### src/rtl/nemesis_bus_pkg.sv
// Shared definitions for the Nemesis 68000 bus-cycle acknowledge logic:
// bus-cycle state encoding and default wait/timeout settings.
package nemesis_bus_pkg;

    typedef enum logic [2:0] {
        ST_IDLE  = 3'd0,
        ST_ROM   = 3'd1,
        ST_VID   = 3'd2,
        ST_IO    = 3'd3,
        ST_UNMAP = 3'd4,
        ST_ACK   = 3'd5,
        ST_BERR  = 3'd6
    } bus_state_e;

    localparam int IO_WAIT_DEF = 2;
    localparam int TIMEOUT_DEF = 255;
    localparam int CNT_W       = 8;

endpackage

### src/rtl/nemesis_wait_cnt.sv
// Loadable, cen-gated up/down counter that sticks at its end value
// (all-ones counting up, zero counting down) and flags that condition.
module nemesis_wait_cnt #(
    parameter int W = 8
) (
    input  logic         i_clk,
    input  logic         i_rst_n,
    input  logic         i_cen,
    input  logic         i_clr,
    input  logic         i_load,
    input  logic [W-1:0] i_load_val,
    input  logic         i_en,
    input  logic         i_up,
    output logic [W-1:0] o_cnt,
    output logic         o_sat
);

    logic [W-1:0] cnt_q;
    logic [W-1:0] cnt_d;

    assign o_sat = i_up ? (cnt_q == {W{1'b1}}) : (cnt_q == {W{1'b0}});
    assign o_cnt = cnt_q;

    // Clear and load act on any clock; counting only on enable pulses.
    always_comb begin
        cnt_d = cnt_q;
        if (i_clr) begin
            cnt_d = '0;
        end else if (i_load) begin
            cnt_d = i_load_val;
        end else if (i_cen && i_en && !o_sat) begin
            cnt_d = i_up ? (cnt_q + W'(1)) : (cnt_q - W'(1));
        end
    end

    always_ff @(posedge i_clk or negedge i_rst_n) begin
        if (!i_rst_n) begin
            cnt_q <= '0;
        end else begin
            cnt_q <= cnt_d;
        end
    end

endmodule

### src/rtl/nemesis_68k_dtack.sv
// Nemesis 68000 bus-cycle acknowledge generator: turns decoded chip selects
// and AS into one registered DTACK (or BERR on timeout) per bus cycle.
module nemesis_68k_dtack
    import nemesis_bus_pkg::*;
#(
    parameter int IO_WAIT = IO_WAIT_DEF,
    parameter int TIMEOUT = TIMEOUT_DEF
) (
    input  logic i_clk,
    input  logic i_rst_n,
    input  logic i_cpu_cen,
    input  logic i_as_n,
    input  logic i_prom_cs_n,
    input  logic i_chara_n,
    input  logic i_ram_cs_n,
    input  logic i_excs_n,
    input  logic i_vid_cs_n,
    input  logic i_io_cs_n,
    input  logic i_rom_ok,
    input  logic i_vid_busy,
    output logic o_dtack_n,
    output logic o_berr_n,
    output logic o_rom_req
);

    localparam logic [CNT_W-1:0] IO_LD   = CNT_W'(IO_WAIT);
    localparam logic [CNT_W-1:0] TO_LAST = CNT_W'(TIMEOUT - 1);

    bus_state_e       state_q, state_d;
    logic             rom_ok_q, rom_ok_d;
    logic             dtack_n_q, berr_n_q, rom_req_q;

    logic             as_release;
    logic             io_load, to_load;
    logic             io_en, to_en;
    logic [CNT_W-1:0] io_cnt, to_cnt;
    logic             io_sat, to_sat;
    logic             io_done, to_hit;

    assign as_release = i_as_n && (state_q != ST_IDLE);
    assign io_en      = (state_q == ST_IO);
    assign to_en      = (state_q == ST_ROM) || (state_q == ST_VID) || (state_q == ST_UNMAP);

    // io_done fires on the enable pulse that takes the wait count from 1 to 0.
    assign io_done = i_cpu_cen && ((io_cnt == CNT_W'(1)) || io_sat);
    assign to_hit  = i_cpu_cen && to_en && ((to_cnt == TO_LAST) || to_sat);

    nemesis_wait_cnt #(.W(CNT_W)) u_io_cnt (
        .i_clk      (i_clk),
        .i_rst_n    (i_rst_n),
        .i_cen      (i_cpu_cen),
        .i_clr      (as_release),
        .i_load     (io_load),
        .i_load_val (IO_LD),
        .i_en       (io_en),
        .i_up       (1'b0),
        .o_cnt      (io_cnt),
        .o_sat      (io_sat)
    );

    nemesis_wait_cnt #(.W(CNT_W)) u_to_cnt (
        .i_clk      (i_clk),
        .i_rst_n    (i_rst_n),
        .i_cen      (i_cpu_cen),
        .i_clr      (as_release),
        .i_load     (to_load),
        .i_load_val ({CNT_W{1'b0}}),
        .i_en       (to_en),
        .i_up       (1'b1),
        .o_cnt      (to_cnt),
        .o_sat      (to_sat)
    );

    always_comb begin
        state_d  = state_q;
        rom_ok_d = rom_ok_q;
        io_load  = 1'b0;
        to_load  = 1'b0;
        if (as_release) begin
            state_d  = ST_IDLE;
            rom_ok_d = 1'b0;
        end else begin
            unique case (state_q)
                ST_IDLE: begin
                    if (i_cpu_cen && !i_as_n) begin
                        if (!i_prom_cs_n || !i_chara_n) begin
                            state_d  = ST_ROM;
                            rom_ok_d = 1'b0;
                            to_load  = 1'b1;
                        end else if (!i_ram_cs_n || !i_excs_n) begin
                            state_d = ST_ACK;
                        end else if (!i_vid_cs_n) begin
                            state_d = ST_VID;
                            to_load = 1'b1;
                        end else if (!i_io_cs_n) begin
                            state_d = (IO_WAIT == 0) ? ST_ACK : ST_IO;
                            io_load = 1'b1;
                        end else begin
                            state_d = ST_UNMAP;
                            to_load = 1'b1;
                        end
                    end
                end
                ST_ROM: begin
                    // The flag is registered, so a pulse is acted on no earlier than the next clock.
                    if (i_rom_ok) begin
                        rom_ok_d = 1'b1;
                    end
                    if (to_hit) begin
                        state_d = ST_BERR;
                    end else if (i_cpu_cen && rom_ok_q) begin
                        state_d = ST_ACK;
                    end
                end
                ST_VID: begin
                    if (to_hit) begin
                        state_d = ST_BERR;
                    end else if (i_cpu_cen && !i_vid_busy) begin
                        state_d = ST_ACK;
                    end
                end
                ST_IO: begin
                    if (io_done) begin
                        state_d = ST_ACK;
                    end
                end
                ST_UNMAP: begin
                    if (to_hit) begin
                        state_d = ST_BERR;
                    end
                end
                ST_ACK, ST_BERR: begin
                    state_d = state_q;
                end
                default: begin
                    state_d = ST_IDLE;
                end
            endcase
        end
    end

    // Strobes are registered from the next state so they change on the entry edge.
    always_ff @(posedge i_clk or negedge i_rst_n) begin
        if (!i_rst_n) begin
            state_q   <= ST_IDLE;
            rom_ok_q  <= 1'b0;
            dtack_n_q <= 1'b1;
            berr_n_q  <= 1'b1;
            rom_req_q <= 1'b0;
        end else begin
            state_q   <= state_d;
            rom_ok_q  <= rom_ok_d;
            dtack_n_q <= (state_d != ST_ACK);
            berr_n_q  <= (state_d != ST_BERR);
            rom_req_q <= (state_d == ST_ROM);
        end
    end

    assign o_dtack_n = dtack_n_q;
    assign o_berr_n  = berr_n_q;
    assign o_rom_req = rom_req_q;

endmodule

### config.mk
export PLATFORM = sky130hd
export DESIGN_NAME = nemesis_68k_dtack
export DESIGN_NICKNAME = d
export VERILOG_FILES = /design/src/rtl/nemesis_bus_pkg.sv /design/src/rtl/nemesis_wait_cnt.sv /design/src/rtl/nemesis_68k_dtack.sv
export SDC_FILE = /design/constraint.sdc
export NUM_CORES = 1
export LEC_CHECK = 0
export ABC_CLOCK_PERIOD_IN_PS = 2520
export CAP_MARGIN = 30
export CORE_MARGIN = 5
export CORE_UTILIZATION = 59
export DETAILED_ROUTE_END_ITERATION = 8
export PLACE_DENSITY = 0.79
export RECOVER_POWER = 50
export SLEW_MARGIN = 20
export SYNTH_ARGS = -nofsm -noshare
export SYNTH_HDL_FRONTEND = slang
export SYNTH_HIERARCHICAL = 1
export SYNTH_SLANG_ARGS = --single-unit
### constraint.sdc
create_clock -name i_clk -period 2.52 [get_ports i_clk]
set_clock_uncertainty 0.1 [all_clocks]
set_input_delay 0.756 -clock i_clk [delete_from_list [all_inputs] [get_ports i_clk]]
set_output_delay 0.756 -clock i_clk [all_outputs]
set_load 0.01 [all_outputs]
## Word-level counts from Yosys, hierarchy flattened

Index checks and enable logic that the tools add are counted.

- Register bits after elaboration: 23
- Input bits: 12
- Output and inout port bits: 3
- Word-level logic and storage cells: 94

- Add/subtract/negate cells: 2
- Equal/unequal tests: 15
- Muxes and demuxes: 38
- Reduce and logical (&&, ||, !) cells: 32

Operators with widths:

| operator | number |
|---|---|
| $mux W8 | 6 |
| $mux W3 | 12 |
| $mux W1 | 18 |
| $pmux W3 S6 | 1 |
| $eq A8 B8 Y1 const B | 2 |
| $ne A3 B3 Y1 const B | 5 |
| $reduce_bool A3 Y1 | 4 |
| $logic_and A1 B1 Y1 | 10 |
| $eq A3 B3 Y1 const B | 3 |
| $add A8 B1 Y8 const B | 1 |
| $eq A8 B1 Y1 const B | 1 |
| $logic_not A1 Y1 | 8 |
| $logic_not A8 Y1 | 1 |
| $sub A8 B1 Y8 const B | 1 |
| $eq A3 B1 Y1 const B | 2 |
| $eq A3 B2 Y1 const B | 2 |
| $logic_or A1 B1 Y1 | 6 |
| $reduce_and A4 Y1 | 1 |
| $logic_not A3 Y1 | 1 |
| $pmux W1 S2 | 1 |
| $reduce_or A2 Y1 | 1 |

## Logic depth before layout (Yosys ltp)

- Depth in word-level cells: 9
- Mapped depth: 9
- Mapped depth without buffers: 8

## Cells and area by module

Netlist, hierarchy kept.

By module, submodules not included:

| module | instances | cells an instance | area an instance (um^2) | sequential area each (um^2) |
|---|---|---|---|---|
| nemesis_wait_cnt | 2 | 86 | 774.5 | 200.2 |
| nemesis_68k_dtack | 1 | 76 | 608.1 | 177.7 |

## Least setup slack after synthesis

Ideal clock, no wire load.

- Kind: input to register
- Start point: input port i_cpu_cen
- End point: register u_io_cnt.cnt_q[6], in the netlist u_io_cnt/o_cnt[6]
- Setup time: 120 ps
- Arrival time: 1857 ps
- Required time: 2300 ps
- Slack: 443 ps
- Stages: 8
- Buffers on the path: 1
- Path through: nor2b_1 > nand4_1 > nor3_1 > buf_4 > nor2_1 > nand2_1 > o22ai_1 > a31o_2

- Cells in the longest elaborated chain, start to end: 6
- Elaborated cells on any way between the ends: 9
- Classes of those cells: mux: 5; reduce/logical: 4

Ends and longest elaborated chain:

| item | line | text |
|---|---|---|
| start, declared | nemesis_68k_dtack.sv:11 | `input logic i_cpu_cen,` |
| $logic_and A1 B1 Y1 * | nemesis_68k_dtack.sv:85 | `if (i_cpu_cen && !i_as_n) begin` |
| $mux W1 * | nemesis_68k_dtack.sv:85 |  |
| $mux W1 * | nemesis_68k_dtack.sv:83 | `unique case (state_q)` |
| $mux W1 * | nemesis_68k_dtack.sv:79 | `if (as_release) begin` |
| net io_load | nemesis_68k_dtack.sv:34 | `logic io_load, to_load;` |
| $mux W8 | nemesis_wait_cnt.sv:29 | `end else if (i_load) begin` |
| $mux W8 | nemesis_wait_cnt.sv:27 | `if (i_clr) begin` |
| end signal, assigned | nemesis_wait_cnt.sv:40 | `cnt_q <= cnt_d;` |
| end, declared | nemesis_wait_cnt.sv:18 | `logic [W-1:0] cnt_q;` |

The timed path passes the listed nets; every way through them passes the cells marked *.
A chain may end at the register's enable or synchronous reset.

## Worst setup path in the final report

Ends and elaborated chain as after synthesis.

==> key figures <==
Place
  – Place WS: -0.110 ns
  – PortBufs: 14
  – Hpwl dp: 3840 um
  – GPL Wtd Cong: 0.794

Global routing
  – First-pass GRT wire length: 8580 um
  – Pin count of the biggest net entering global routing: 15
  – GR Util All Layers: 0.205
  – Vias in the first global route: 1938
  – Global route overflow: 0
  – Initial antenna violation count: 0

STA
  – Tcrit/Tclk final: 0.940
  – Fin crit period: 2.37 ns
  – Max-slew violations: 0
  – Maximum clock frequency: 0.422 GHz
  – Least-Margin Pin Slew: 0.839 ns
  – Final setup vio count: 0
  – Worst slew margin: 0.441
  – Worst setup margin: 0.152 ns
  – RSZ-0062 raised after global routing: false
  – Final hold violation count: 0

Worst setup path
  – Startpoint Class: input pin
  – Crit path DAT: 2.43 ns
  – CP required: 2.58 ns
  – CP Max Fanout: 4
  – Crit Path Class: input pin to flip-flop
  – Crit end category: flip-flop

Clocking
  – Post_cts resized: 0
  – Clock root buffer: clkbuf_8
  – CTS buffer count: 3
  – H-tree levels: 1
  – CTS tree: yes
  – Later-pin clock latency in the skew report: 0.27 ns
  – Hold buffers post-CTS: 0
  – CTS sink count: 23
  – Post-CTS setup buffers: 0
  – Clock buffer depth: 2
  – CTS clock-pin slew for the worst setup and hold paths: 0.09 ns

Detailed routing
  – DRC errors left: 0
  – Total routed wirelength: 4870 um
  – Routed length per instance: 13.6 um
  – Iteration-0 DRC Markers: 157
  – DRT Pass-1 Iters: 4
  – Final ANT Viol Nets: 0
  – DR vias: 2055
  – Vias per inst: 5.76

Run status
  – Status: completed

Die
  – Core Footprint: 0.00361 sq mm
  – Die height: 70.5 um
  – Row count: 22
  – Die W: 70.5 um
  – Ports: 15
  – Starting Density: 0.598
  – Die ar.: 0.00497 sq mm

Logic synthesis
  – Mapped Avg Cell Area: 8.70 sq um
  – Synth unique cells: 58
  – Number of synthesized flops with an enable pin: 0
  – Yosys warning count: 6
  – Ys flop type: dfrtp_1
  – Sequential share of the synthesized area: 0.268
  – FF+latch count, synth: 23
  – Mapped cell area: 0.00216 sq mm
  – Synth Instances: 248
  – Asr flop ratio synth: 1.00

Cells and area
  – Fin util: 0.731
  – Nets: 336
  – Commonest non-fill, non-tap cell in the layout: conb_1
  – ANT cells: 0
  – Layout cells sized above 1: 0.162
  – Area delta synth->final: 22.2%
  – Most frequent cells in the layout: conb_1 (28), buf_4 (24), nor2_1 (22), a21oi_1 (22), dfrtp_1 (21)

Min path
  – HP Class: flip-flop to flip-flop

Power
  – VDD IR max: 0.290 mV
  – Leak: 1.19 nW
  – Pwr dens: 750 mW/mm^2

Run
  – Max Cap Viol: 0
## registers in the layout (all words and copies together) (netlist names)
name,count
state_q,3
o_rom_req,1
rom_ok_q,1
u_io_cnt/o_cnt,8
o_dtack_n,1
u_to_cnt/o_cnt,8
o_berr_n,1
## per-layer routing
metal  up-vias  wire (um)  GRT usage
met2        36       2400      0.356
li1       1041          -          -
met5         -          0          0
met4         0          0     0.0383
met1       978       2310      0.274
met3         0        158     0.0230
## synth_stat cells (3+ instances only)
master     n  area (sq um)
a21o_1     5          37.5
mux2_4     4          60.1
a31oi_1    5          31.3
o211ai_1   3          22.5
xnor2_1   10          87.6
buf_6      4          45.0
dfrtp_1   21           526
ha_1      12           150
a211oi_1   6          45.0
a31o_2     4          35.0
o21bai_1   6          45.0
a21oi_1   22           110
nor2b_1    5          31.3
nor4_1     3          18.8
nand3_1    6          30.0
nor2_1    22          82.6
nand4_1    5          31.3
o22ai_1    3          18.8
nand2b_1   3          18.8
mux2i_1    6          60.1
o21ai_0   10          50.1
o21ai_1    3          15.0
nand2_1   15          56.3
nand3b_1   4          30.0
inv_1      8          30.0
nor3_1     3          15.0
## layout make-up
cell class,count,area [sq um]
Inverter,8,30.0
Clock buffer,3,41.3
Sequential cell,23,578
Clock inverter,1,7.51
Tap cell,48,60.1
Multi-Input combinational cell,234,1570
Fill cell,297,971
Timing Repair Buffer,40,344
## cells by family after synthesis
| logic type | after synthesis | share of synthesized area |
|---|---|---|
| buffers and inverters | 17 | 0.0476 |
| flip-flops | 23 | 0.268 |
| XOR/XNOR | 12 | 0.0487 |
| multiplexers | 10 | 0.0557 |
| other | 2 | 0.00348 |
| AO/OA/AOI/OAI | 87 | 0.272 |
| AND/OR/NAND/NOR | 83 | 0.216 |
| adder cells (fa/ha/maj) | 14 | 0.0882 |
## final timing paths
| path | startpoint | to | slack [ns] | cells after the start |
|---|---|---|---|---|
| setup / recovery | i_cpu_cen | u_io_cnt/o_cnt[6] | 0.15 | 9 |
| hold / removal | rom_ok_q | rom_ok_q | 0.50 | 2 |
| setup reg to reg | u_io_cnt/o_cnt[4] | o_rom_req | 0.24 | 8 |
| hold reg to reg | rom_ok_q | rom_ok_q | 0.50 | 2 |
| max in group asynchronous | i_rst_n | u_io_cnt/o_cnt[4] | 0.48 | 2 |
| min in group asynchronous | i_rst_n | rom_ok_q | 0.75 | 1 |
## critical path: stages
cell	delay, ns
clkdlybuf4s50_1	0.47
nor2b_1	0.22
nand4_1	0.15
nor3_1	0.19
buf_4	0.16
nor2_1	0.08
nand2_1	0.11
o22ai_1	0.07
a31o_2	0.22
## report_power, final
| part | switching (W) | internal (W) | total [W] | leakage, nW |
|---|---|---|---|---|
| sequential | 0.000155 | 0.000467 | 0.000622 | 0.301 |
| combinational | 0.000537 | 0.000573 | 0.00111 | 0.866 |
| clock | 0.000133 | 0.000112 | 0.000245 | 0.0217 |
## per-stage QoR
stage	cell area (sq um)	std cells	power [W]	hold WS, ns	setup TNS (ns)
2_1_floorplan	2250	274	0.00144	0.360	0
3_5_place_dp	2590	353	0.00172	0.498	-0.840
4_1_cts	2640	357	0.00197	0.513	0
6_report	2640	357	0.00198	0.503	0
5_1_grt	2640	357	0.00216	0.546	0
3_3_place_gp	2590	353	0.00168	0.492	-0.567
Note: power is estimated with default switching activity, not from simulation.
